### src/rtl/riscv_mem_arbiter.sv
// Two-port (fetch/data) arbiter onto one single-outstanding memory port.
// Data normally wins; a pending fetch gets the port after STARVE_LIM data grants.
module riscv_mem_arbiter #(
  parameter int AW         = 32,
  parameter int DW         = 32,
  parameter int STARVE_LIM = 4,
  parameter int TIMEOUT    = 255
) (
  input  logic          clk,
  input  logic          rst,
  input  logic          if_req,
  input  logic [AW-1:0] if_addr,
  output logic          if_gnt,
  output logic          if_rvalid,
  output logic [DW-1:0] if_rdata,
  input  logic          d_req,
  input  logic          d_we,
  input  logic [3:0]    d_be,
  input  logic [AW-1:0] d_addr,
  input  logic [DW-1:0] d_wdata,
  output logic          d_gnt,
  output logic          d_rvalid,
  output logic [DW-1:0] d_rdata,
  output logic          mem_req,
  output logic          mem_we,
  output logic [3:0]    mem_be,
  output logic [AW-1:0] mem_addr,
  output logic [DW-1:0] mem_wdata,
  input  logic          mem_ready,
  input  logic [DW-1:0] mem_rdata,
  output logic          err,
  output logic          busy
);

  // state  | meaning
  // IDLE   | no transaction; arbitrate on if_req/d_req
  // BUSY_I | fetch owns the memory port, waiting for mem_ready
  // BUSY_D | data owns the memory port, waiting for mem_ready
  // RESP   | owner's rvalid (and err) is high for this one cycle
  localparam logic [1:0] IDLE   = 2'd0;
  localparam logic [1:0] BUSY_I = 2'd1;
  localparam logic [1:0] BUSY_D = 2'd2;
  localparam logic [1:0] RESP   = 2'd3;

  localparam int SW = ($clog2(STARVE_LIM + 1) < 3) ? 3 : $clog2(STARVE_LIM + 1);
  localparam int WW = ($clog2(TIMEOUT + 1) < 1) ? 1 : $clog2(TIMEOUT + 1);
  localparam logic [SW-1:0] STARVE_MAX = SW'(STARVE_LIM);
  localparam logic [WW-1:0] WAIT_LAST  = WW'(TIMEOUT - 1);

  logic [1:0]    state_q, state_d;
  logic [SW-1:0] starve_q, starve_d;
  logic [WW-1:0] wait_q, wait_d;
  logic          if_gnt_q, if_gnt_d;
  logic          d_gnt_q, d_gnt_d;
  logic          if_rvalid_q, if_rvalid_d;
  logic          d_rvalid_q, d_rvalid_d;
  logic          err_q, err_d;
  logic [DW-1:0] if_rdata_q, if_rdata_d;
  logic [DW-1:0] d_rdata_q, d_rdata_d;
  logic          mem_req_q, mem_req_d;
  logic          mem_we_q, mem_we_d;
  logic [3:0]    mem_be_q, mem_be_d;
  logic [AW-1:0] mem_addr_q, mem_addr_d;
  logic [DW-1:0] mem_wdata_q, mem_wdata_d;
  logic          pick_data;

  always_comb begin
    state_d     = state_q;
    starve_d    = starve_q;
    wait_d      = wait_q;
    if_gnt_d    = 1'b0;
    d_gnt_d     = 1'b0;
    if_rvalid_d = 1'b0;
    d_rvalid_d  = 1'b0;
    err_d       = 1'b0;
    if_rdata_d  = if_rdata_q;
    d_rdata_d   = d_rdata_q;
    mem_req_d   = mem_req_q;
    mem_we_d    = mem_we_q;
    mem_be_d    = mem_be_q;
    mem_addr_d  = mem_addr_q;
    mem_wdata_d = mem_wdata_q;
    pick_data   = d_req && (!if_req || (starve_q < STARVE_MAX));

    case (state_q)
      IDLE: begin
        wait_d = '0;
        if (if_req || d_req) begin
          mem_req_d = 1'b1;
          if (pick_data) begin
            state_d     = BUSY_D;
            d_gnt_d     = 1'b1;
            mem_we_d    = d_we;
            mem_be_d    = d_be;
            mem_addr_d  = d_addr;
            mem_wdata_d = d_wdata;
            if (if_req && (starve_q != STARVE_MAX)) begin
              starve_d = starve_q + SW'(1);
            end
          end else begin
            state_d     = BUSY_I;
            if_gnt_d    = 1'b1;
            mem_we_d    = 1'b0;
            mem_be_d    = 4'hF;
            mem_addr_d  = if_addr;
            mem_wdata_d = '0;
            starve_d    = '0;
          end
        end
      end
      BUSY_I, BUSY_D: begin
        if (mem_ready) begin
          state_d   = RESP;
          mem_req_d = 1'b0;
          if (state_q == BUSY_I) begin
            if_rvalid_d = 1'b1;
            if_rdata_d  = mem_rdata;
          end else begin
            d_rvalid_d = 1'b1;
            if (!mem_we_q) begin
              d_rdata_d = mem_rdata;
            end
          end
        end else if (wait_q == WAIT_LAST) begin
          // Give up: report the error but leave the read data registers alone.
          state_d     = RESP;
          mem_req_d   = 1'b0;
          err_d       = 1'b1;
          if_rvalid_d = (state_q == BUSY_I);
          d_rvalid_d  = (state_q == BUSY_D);
        end else begin
          wait_d = wait_q + WW'(1);
        end
      end
      default: begin
        state_d = IDLE;
        wait_d  = '0;
      end
    endcase
  end

  always_ff @(posedge clk or negedge rst) begin
    if (!rst) begin
      state_q     <= IDLE;
      starve_q    <= '0;
      wait_q      <= '0;
      if_gnt_q    <= 1'b0;
      d_gnt_q     <= 1'b0;
      if_rvalid_q <= 1'b0;
      d_rvalid_q  <= 1'b0;
      err_q       <= 1'b0;
      if_rdata_q  <= '0;
      d_rdata_q   <= '0;
      mem_req_q   <= 1'b0;
      mem_we_q    <= 1'b0;
      mem_be_q    <= '0;
      mem_addr_q  <= '0;
      mem_wdata_q <= '0;
    end else begin
      state_q     <= state_d;
      starve_q    <= starve_d;
      wait_q      <= wait_d;
      if_gnt_q    <= if_gnt_d;
      d_gnt_q     <= d_gnt_d;
      if_rvalid_q <= if_rvalid_d;
      d_rvalid_q  <= d_rvalid_d;
      err_q       <= err_d;
      if_rdata_q  <= if_rdata_d;
      d_rdata_q   <= d_rdata_d;
      mem_req_q   <= mem_req_d;
      mem_we_q    <= mem_we_d;
      mem_be_q    <= mem_be_d;
      mem_addr_q  <= mem_addr_d;
      mem_wdata_q <= mem_wdata_d;
    end
  end

  assign if_gnt    = if_gnt_q;
  assign d_gnt     = d_gnt_q;
  assign if_rvalid = if_rvalid_q;
  assign d_rvalid  = d_rvalid_q;
  assign if_rdata  = if_rdata_q;
  assign d_rdata   = d_rdata_q;
  assign err       = err_q;
  assign mem_req   = mem_req_q;
  assign mem_we    = mem_we_q;
  assign mem_be    = mem_be_q;
  assign mem_addr  = mem_addr_q;
  assign mem_wdata = mem_wdata_q;
  assign busy      = (state_q != IDLE);

endmodule
### config.mk
export PLATFORM = sky130hd
export DESIGN_NAME = riscv_mem_arbiter
export DESIGN_NICKNAME = d
export VERILOG_FILES = /design/src/rtl/riscv_mem_arbiter.sv
export SDC_FILE = /design/constraint.sdc
export NUM_CORES = 1
export LEC_CHECK = 0
export CORE_MARGIN = 5
export CORE_UTILIZATION = 42
export DETAILED_ROUTE_END_ITERATION = 8
export PLACE_DENSITY = 0.83
export SETUP_SLACK_MARGIN = 0.1
export SLEW_MARGIN = 20
export SYNTH_ARGS = -nofsm -noshare
export SYNTH_HDL_FRONTEND = slang
export SYNTH_SLANG_ARGS = --single-unit
### constraint.sdc
create_clock -name clk -period 1.98 [get_ports clk]
set_clock_uncertainty 0.05 [all_clocks]
set_input_delay 0.396 -clock clk [delete_from_list [all_inputs] [get_ports clk]]
set_output_delay 0.396 -clock clk [all_outputs]
set_load 0.01 [all_outputs]
==> reports/metrics.cfg <==
[floorplanning]
die-height_um = 131.4
die_width_um = 131.4
start_util_pct = 42.77
pin_count = 278
die_area_um2 = 17270
core_area_um2 = 14480
core.rowCount = 44

[timing]
period_needed_ns = 1.834
worstMarginPinSlew_ns = 0.3951
hold_viol_final = 0
timing.final.ws_setup_ns = 0.1461
setup_viol = 0
period_share_pct = 92.62
slew_viol_final = 0
fmax_mhz = 545.3
relSlewSlack_pct = 73.46
rsz0062_at_grt = yes
hold_ws_ns = 0.3886

[synth]
synth_cell_type_count = 42
synthesis.area_um2 = 6192
synth_top_family_by_area = multiplexers
synth_fp_nets = 606
muxShareOfSynthArea_pct = 17.13
synthArstFlopShare_pct = 100.0
synthXorXnorAreaFrac_pct = 0.5658
synthAdderAreaFrac_pct = 1.616
seq_area_frac_synth_pct = 61.43
synthCells = 460
synth-simple-area-share_pct = 5.557
ys_ff_latch = 152
yosysWarnings = 0
synth_compound_gate_area_share_pct = 10.08
ys.flop_type = dfrtp_1
avgSynthCellArea_um2 = 13.46
synth_edf_count = 0

[route]
via_per_inst = 5.097
dr.pass1.iters = 4
num_vias = 4847
ant_nets = 0
drcViolationCount = 0
avgRoutedWirePerCell_um = 18.87
wl_um = 17940
drtIter0Drc = 164

[power]
p_per_area_nw_per_um2 = 1573
power.leakage_nw = 4.309
finalPower_mw = 15.55
vdd_drop_max_v = 0.0006750

[worst_setup_path]
path_max_fanout = 32
startpoint_type = flop
path_class = reg -> reg
reg2reg_to = d_rdata[29]
cp-end-kind = flop
critPathRequiredTime_ns = 2.22
timing.rr.start = state_q[0]
critPathArrivalTime_ns = 2.08
r2r_cells = 5
r2r_slack_ns = 0.15

[clock_network]
cts_root_buf = clkbuf_16
clk_pin_slew_worst_paths_ns = 0.06
cts.sinks = 152
clk_path_buf_depth = 2
cts_buffers = 17
clk_latency_ns = 0.41
htreeDepth = 4
tritoncts = done

[place]
portBuffers = 277
placed_cell_area_um2 = 9271
gp_congestion = 0.8094
dpl.hpwl_um = 13720
dp_slack_ns = -0.006242

[global_routing]
grt_pass1_vias = 5246
grt_pass1_wl_um = 28420
gr-total-overflow = 0
grtUsageTotal_pct = 20.72
antenna_found_initial = 0
grt_max_degree = 51

[worst_hold_path]
hold_path_class = in -> async

[finish]
nets = 901
fin_util_pct = 68.28
synthToLayoutAreaGrowth_pct = 59.65
drive_above_1_share_pct = 16.82
final_common_cell = clkdlybuf4s50_1
fin_area_um2 = 9886
fillers = 1025
diodes = 0
final_cell_mix = 274 x clkdlybuf4s50_1, 151 x dfrtp_1, 62 x mux2_2

[job]
maxCapViolations = 0

[run_status]
status = completed

[synthesized netlist by cell type (all sizes together) (2+ instances only)]
| library cell | instances | area (um^2) |
|---|---|---|
| a21oi | 4 | 20.02 |
| a22o | 33 | 289.0 |
| buf | 17 | 150.2 |
| clkbuf | 8 | 30.03 |
| dfrtp | 152 | 3804 |
| ha | 8 | 100.1 |
| inv | 11 | 43.80 |
| mux2 | 64 | 720.7 |
| mux2i | 34 | 340.3 |
| nand2 | 45 | 176.4 |
| nand3 | 3 | 15.01 |
| nand4 | 3 | 18.77 |
| nor2 | 11 | 41.29 |
| nor3 | 2 | 21.27 |
| o21ai | 40 | 207.7 |
| o22a | 4 | 35.03 |
| or3 | 2 | 12.51 |
| xor2 | 3 | 26.28 |
[worst max-delay path, stage by stage (launching register included)]
cell     delay, ns
dfrtp_1       0.39
buf_4         0.15
ha_1          0.26
nor3_4        0.24
buf_12        0.24
mux2_2        0.37
[timing repair]
action                                  in CTS  in global routing
hold buffers                                 1                  0
hold endpoints to repair                    28                  0
endpoints found under the setup margin      34                 10
gates resized for setup                      5                  3
setup buffers                                1                  0
[flip-flops by register name (all words and copies together) (netlist names)]
| name | count |
|---|---|
| if_rvalid | 1 |
| mem_wdata | 32 |
| state_q | 2 |
| mem_req | 1 |
| starve_q | 3 |
| d_gnt | 1 |
| wait_q | 8 |
| err | 1 |
| mem_addr | 32 |
| mem_be | 4 |
| if_gnt | 1 |
| mem_we | 1 |
| d_rvalid | 1 |
| if_rdata | 32 |
| d_rdata | 32 |
[through the flow]
step	TNS, ns	std cells
2_1_floorplan	0	460
3_3_place_gp	0	918
3_5_place_dp	-0.009791	918
4_1_cts	0	951
5_1_grt	0	951
6_report	0	951
[kinds of logic after synthesis]
| group | Yosys count |
|---|---|
| compound gates | 89 |
| xor+xnor | 4 |
| fa+ha+maj | 8 |
| buf+inv | 36 |
| flops | 152 |
| mux | 98 |
| simple gates | 73 |
[power by group]
part	internal, mW	switching (mW)	leakage, nW
Sequential	4.53	0.861	1.87
Combinational	4.02	2.94	2.16
Clock	1.95	1.24	0.282
[layout make-up]
| class | instances | area (um^2) | share of cell area [%] |
|---|---|---|---|
| Clock buffer | 21 | 470.5 | 4.759 |
| Clock inverter | 10 | 118.9 | 1.202 |
| Multi-Input combinational cell | 272 | 2186 | 22.11 |
| Timing Repair Buffer | 301 | 3032 | 30.67 |
| Tap cell | 184 | 230.2 | 2.329 |
| Sequential cell | 152 | 3805 | 38.49 |
| Inverter | 11 | 43.79 | 0.4430 |
[layer usage]
layer  vias to the layer above  share of wire, %  GRT usage (%)
li1                       2228                 -              -
met1                      2340                39          24.05
met2                       240                49          33.92
met3                        39               9.2          7.989
met4                         0               3.2          9.714
met5                         -                 0              0
[worst max path at each step]
stage                from            to  slack [ns]
5_1_grt        state_q[0]          busy        0.07
6_report       state_q[0]   d_rdata[29]        0.15
3_5_place_dp        d_req  mem_addr[24]      -0.006
2_1_floorplan  state_q[1]   d_rdata[10]        0.21
4_1_cts        state_q[0]          busy        0.09
3_3_place_gp        d_req   mem_addr[0]        0.04
Power figures use the tool's default switching activity.
